File: src/rtl/serial_adder_if.sv
// Operand/result handshake bundle for serial_adder.
// SERIAL_ADDER_OVF_EN adds the signed-overflow flag ovf.
interface serial_adder_if #(
    parameter int WIDTH = 16
);
    logic             in_valid;
    logic             in_ready;
    logic [WIDTH-1:0] a;
    logic [WIDTH-1:0] b;
    logic             cin;
    logic             out_valid;
    logic             out_ready;
    logic [WIDTH-1:0] sum;
    logic             cout;
`ifdef SERIAL_ADDER_OVF_EN
    logic             ovf;

    modport slave (
        input  in_valid, a, b, cin, out_ready,
        output in_ready, out_valid, sum, cout, ovf
    );
    modport master (
        output in_valid, a, b, cin, out_ready,
        input  in_ready, out_valid, sum, cout, ovf
    );
`else
    modport slave (
        input  in_valid, a, b, cin, out_ready,
        output in_ready, out_valid, sum, cout
    );
    modport master (
        output in_valid, a, b, cin, out_ready,
        input  in_ready, out_valid, sum, cout
    );
`endif
endinterface

File: src/rtl/serial_adder.sv
// Digit-serial adder: DIGIT bits per cycle, WIDTH/DIGIT cycles per sum.
// SERIAL_ADDER_OVF_EN adds a registered signed-overflow output (ovf).
//
// state | meaning
// IDLE  | ready for operands, no result held
// RUN   | one digit added per cycle, LSB digit first
// DONE  | result valid and held until out_ready
module serial_adder #(
    parameter int WIDTH = 16,
    parameter int DIGIT = 4
) (
    input  logic         clk_i,
    input  logic         rst_i,
    serial_adder_if.slave bus
);
    localparam int NDIG = WIDTH / DIGIT;
    localparam int CW   = (NDIG > 1) ? $clog2(NDIG) : 1;
    localparam logic [CW-1:0] LAST = CW'(NDIG - 1);

    typedef enum logic [1:0] {IDLE, RUN, DONE} state_t;

    state_t           state_q;
    logic [WIDTH-1:0] a_q;
    logic [WIDTH-1:0] b_q;
    logic [WIDTH-1:0] sum_q;
    logic [CW-1:0]    cnt_q;
    logic             carry_q;
    logic             cout_q;
    logic             in_ready_q;
    logic             out_valid_q;

    logic [DIGIT-1:0]       dig_sum;
    logic                   dig_cout;
    logic [WIDTH+DIGIT-1:0] sum_cat;
    logic [WIDTH-1:0]       sum_d;
`ifdef SERIAL_ADDER_OVF_EN
    logic                   dig_c_top;
    logic                   ovf_q;
`endif

    // Ripple of full-adder cells across the current digit
    always_comb begin
        logic c;
        c       = carry_q;
        dig_sum = '0;
`ifdef SERIAL_ADDER_OVF_EN
        dig_c_top = 1'b0;
`endif
        for (int i = 0; i < DIGIT; i++) begin
            dig_sum[i] = a_q[i] ^ b_q[i] ^ c;
`ifdef SERIAL_ADDER_OVF_EN
            if (i == DIGIT - 1) dig_c_top = c;
`endif
            c = (a_q[i] & b_q[i]) | (c & (a_q[i] ^ b_q[i]));
        end
        dig_cout = c;
    end

    // New digit enters at the MSB end; slicing the concatenation also covers DIGIT == WIDTH
    assign sum_cat = {dig_sum, sum_q};
    assign sum_d   = sum_cat[WIDTH+DIGIT-1:DIGIT];

    always_ff @(posedge clk_i) begin
        if (rst_i) begin
            state_q     <= IDLE;
            a_q         <= '0;
            b_q         <= '0;
            sum_q       <= '0;
            cnt_q       <= '0;
            carry_q     <= 1'b0;
            cout_q      <= 1'b0;
            in_ready_q  <= 1'b1;
            out_valid_q <= 1'b0;
`ifdef SERIAL_ADDER_OVF_EN
            ovf_q       <= 1'b0;
`endif
        end else begin
            case (state_q)
                IDLE: begin
                    if (bus.in_valid) begin
                        a_q        <= bus.a;
                        b_q        <= bus.b;
                        carry_q    <= bus.cin;
                        cnt_q      <= '0;
                        in_ready_q <= 1'b0;
                        state_q    <= RUN;
                    end
                end
                RUN: begin
                    a_q     <= a_q >> DIGIT;
                    b_q     <= b_q >> DIGIT;
                    sum_q   <= sum_d;
                    carry_q <= dig_cout;
                    cnt_q   <= cnt_q + 1'b1;
                    if (cnt_q == LAST) begin
                        state_q     <= DONE;
                        out_valid_q <= 1'b1;
                        cout_q      <= dig_cout;
`ifdef SERIAL_ADDER_OVF_EN
                        ovf_q       <= dig_c_top ^ dig_cout;
`endif
                    end
                end
                DONE: begin
                    if (bus.out_ready) begin
                        state_q     <= IDLE;
                        out_valid_q <= 1'b0;
                        in_ready_q  <= 1'b1;
                    end
                end
                default: state_q <= IDLE;
            endcase
        end
    end

    assign bus.in_ready  = in_ready_q;
    assign bus.out_valid = out_valid_q;
    assign bus.sum       = sum_q;
    assign bus.cout      = cout_q;
`ifdef SERIAL_ADDER_OVF_EN
    assign bus.ovf       = ovf_q;
`endif
endmodule

File: src/flat_wrapper.sv
// flat-port wrapper written by rule: the top's interface ports become plain ports
module serial_adder_flat 
#(
    parameter int WIDTH = 16,
    parameter int DIGIT = 4
)
  (clk_i, rst_i, bus_in_valid, bus_a, bus_b, bus_cin, bus_out_ready, bus_in_ready, bus_out_valid, bus_sum, bus_cout);
  serial_adder_if #(.WIDTH(WIDTH)) bus_i ();
  input  logic clk_i;
  input  logic rst_i;
  input wire logic [$bits(bus_i.in_valid)-1:0] bus_in_valid;
  input wire logic [$bits(bus_i.a)-1:0] bus_a;
  input wire logic [$bits(bus_i.b)-1:0] bus_b;
  input wire logic [$bits(bus_i.cin)-1:0] bus_cin;
  input wire logic [$bits(bus_i.out_ready)-1:0] bus_out_ready;
  output wire logic [$bits(bus_i.in_ready)-1:0] bus_in_ready;
  output wire logic [$bits(bus_i.out_valid)-1:0] bus_out_valid;
  output wire logic [$bits(bus_i.sum)-1:0] bus_sum;
  output wire logic [$bits(bus_i.cout)-1:0] bus_cout;
  assign bus_i.in_valid = bus_in_valid;
  assign bus_i.a = bus_a;
  assign bus_i.b = bus_b;
  assign bus_i.cin = bus_cin;
  assign bus_i.out_ready = bus_out_ready;
  assign bus_in_ready = bus_i.in_ready;
  assign bus_out_valid = bus_i.out_valid;
  assign bus_sum = bus_i.sum;
  assign bus_cout = bus_i.cout;
  serial_adder #(.WIDTH(WIDTH), .DIGIT(DIGIT)) u_core (.clk_i(clk_i), .rst_i(rst_i), .bus(bus_i));
endmodule
File: config.mk
export PLATFORM = sky130hd
export DESIGN_NAME = serial_adder_flat
export DESIGN_NICKNAME = d
export VERILOG_FILES = /design/src/rtl/serial_adder_if.sv /design/src/rtl/serial_adder.sv /design/src/flat_wrapper.sv
export SDC_FILE = /design/constraint.sdc
export NUM_CORES = 1
export LEC_CHECK = 0
export CORE_MARGIN = 4
export CORE_UTILIZATION = 45
export CTS_BUF_LIST = sky130_fd_sc_hd__clkbuf_8
export CTS_CLUSTER_DIAMETER = 100
export DETAILED_ROUTE_END_ITERATION = 6
export PLACE_DENSITY = 0.73
export SYNTH_ARGS = -nofsm -noshare
export SYNTH_HDL_FRONTEND = slang
export SYNTH_SLANG_ARGS = --single-unit
File: constraint.sdc
create_clock -name clk_i -period 2.8 [get_ports clk_i]
set_input_delay 0.56 -clock clk_i [delete_from_list [all_inputs] [get_ports clk_i]]
set_output_delay 0.56 -clock clk_i [all_outputs]
set_load 0.1 [all_outputs]
==> out/results.tsv <==
stage	metric	value	unit
status	outcome	completed	
routing	wire_per_inst	13.81	µm
sta	hold_viol_final	0	
worst_hold_path	hold_class	reg2reg	
worst_setup_path	worstSetupPathType	reg2reg	
routing	drc	0	
worst_setup_path	rr_worst_depth	8	
global_routing	grt_max_degree	29	
global_routing	grt_pass1_vias	1966	
power_and_ir_drop	power_density	569.5	mW/mm²
synth	synth_most_common_cell	dfxtp_1	
routing	dr_total_vias	2001	
routing	drt-total-wl	5.247	mm
synth	syn-num-nets	309	
routing	drt-pass1-iter-count	4	
routing	ant_nets	0	
synth	synthArstFlopShare	0	%
final_layout	synthToLayoutAreaGrowth	22.46	%
synth	synthTopCellsByCount	56 x dfxtp_1, 52 x nor2_1, 28 x nand2_1	
sta	setup_tns	0	ns
synth	seq_area_frac_synth	46.04	%
clocking	path_clk_slew	0.10	ns
clocking	clock_latency	0.31	ns
sta	period_share	75.93	%
sta	slew_violations	0	
synth	synth_seq_cells	56	
final_layout	fin_util	57.64	%
synth	netlist-cell-type-count	32	
placed_design	gp_congestion	0.7926	
synth	syn_avg_cell_area	9.119	µm²
synth	synth.area.top_cells	dfxtp_1 46%, nor2_1 8.0%, a211oi_1 6.5%	
sta	setup-violations-final	0	
worst_setup_path	endpoint_kind	register	
clocking	cts_hold_buf	0	
clocking	cts-resized-gates	0	
floorplan	core	0.005172	mm²
floorplan	start_util	47.07	%
clocking	cts_setup_buffers	0	
final_layout	drive_gt1_share	12.90	%
clocking	cts_tree	built	
floorplan	die-area	0.006651	mm²
global_routing	track_usage	16.65	%
final_layout	fillers	493	
sta	rsz0062_at_grt	no	
worst_setup_path	cp.required	3.03	ns
job	drv_cap	0	
final_layout	multi_input_area	0.001114	mm²
routing	drtIter0Drc	73	
clocking	cts_sinks	56	
clocking	cts_buffer_depth	2	
clocking	cts-buffers-inserted	5	
synth	synthFlopType	dfxtp_1	
sta	timing.hold.ws	0.4588	ns
synth	yosys_warnings	0	
synth	synth_top_area_cell	dfxtp_1	
sta	post-route-min-period	2.126	ns
worst_setup_path	cp-start-kind	register	
power_and_ir_drop	vdd_ir_drop_max	0.3027	mV
power_and_ir_drop	p_leak	0.001122	µW
clocking	htreeDepth	2	
floorplan	num_rows	26	
worst_setup_path	crit_fanout	2	
global_routing	grt_pass1_wl	8.742	mm
final_layout	seq_area	0.001121	mm²
worst_hold_path	min_path_cells	2	
synth	netlist_instances	267	
final_layout	final_nets	351	
sta	fin_worst_skew	0.007872	ns
sta	worst_pin_slew	0.7723	ns
floorplan	io_pins	56	
global_routing	grt_overflow	0	
placed_design	hpwl	3.676	mm
synth	netlist_area	0.002435	mm²
floorplan	die_x	81.56	µm
global_routing	antenna_found_initial	0	
clocking	root_buffer	clkbuf_8	
routing	via_per_inst	5.266	
sta	fmax	470.3	MHz
synth	synth_edf_count	0	
synth	yosys.area.top_type_share	46.04	%
worst_setup_path	worstPathArrival	2.36	ns
sta	maxSlewHeadroom	48.46	%
placed_design	port_buffers	55	
final_layout	antenna_cells	0	
floorplan	die_y	81.56	µm
==> worst paths after layout <==
path | to | start | slack, ns
worst max register to register | u_core.bus.sum[15] | u_core.carry_q | 0.67
worst min-delay path | u_core.bus.sum[1] | u_core.bus.sum[1] | 0.46
worst min register to register | u_core.bus.sum[1] | u_core.bus.sum[1] | 0.46
worst max-delay path | u_core.bus.sum[15] | u_core.carry_q | 0.67
==> cells by family after synthesis <==
group	after synthesis	share of synthesized area (%)
adders and majority gates	5	3.803
buffers and inverters	33	8.222
DFF	56	46.04
muxes	1	0.4111
AOI/OAI and AO/OA	85	26.57
and+or+nand+nor	87	14.95
==> sequential cells by signal (all words and copies together), names as in the netlist <==
name,count
u_core.state_q,2
u_core.carry_q,1
u_core.bus.cout,1
u_core.bus.out_valid,1
u_core.a_q,16
u_core.b_q,16
u_core.cnt_q,2
u_core.bus.in_ready,1
u_core.bus.sum,16
==> cell usage in the layout (no fill, tap or decap), types with 8 or more instances in the layout <==
master            n
a211oi_1         21
a21oi_1          18
a22oi_1          10
buf_4            23
clkdlybuf4s50_1  35
dfxtp_1          56
inv_1             8
nand2_1          28
nor2_1           52
o22ai_1           8
o2bb2ai_1        16
==> per-stage QoR <==
| stage | power [µW] | std cells | cell area (µm²) | setup WS [ns] |
|---|---|---|---|---|
| finish | 1698 | 380 | 2982 | 0.6739 |
| global route | 1777 | 380 | 2982 | 0.4998 |
| CTS | 1712 | 380 | 2982 | 0.6529 |
| detailed placement | 1254 | 372 | 2884 | 0.6780 |
| global placement | 1250 | 372 | 2884 | 0.7156 |
| floorplan | 1162 | 267 | 2435 | 0.7717 |
==> worst max-delay path, stage by stage (launching register included) <==
cell and delay [ns]:
dfxtp_1 0.34, fa_1 0.41, inv_1 0.08, fa_1 0.16, inv_1 0.06, fa_1 0.35, inv_1 0.07, fa_1 0.40
a211oi_1 0.19
==> report_power, final <==
group	total (µW)	internal (µW)	switching [µW]	leakage [µW]
combinational	345	137	208	0.000619
clock	465	201	264	0.0000434
sequential	888	852	36.1	0.000460
==> metal layers <==
layer	vias up	track usage (%)	routed length, µm
met3	5	3.728	284
met2	59	28.83	2461
met4	0	4.561	62
met5	-	0	0
li1	1018	-	-
met1	919	20.72	2438
==> layout make-up <==
| type | instances | share of cell area [%] |
|---|---|---|
| Tap cell | 70 | 2.937 |
| Clock buffer | 6 | 2.770 |
| Clock inverter | 2 | 0.5036 |
| Multi-Input combinational cell | 178 | 37.35 |
| Timing Repair Buffer | 59 | 17.71 |
| Sequential cell | 56 | 37.60 |
| Inverter | 9 | 1.133 |
(Power assumes the default switching activity.)
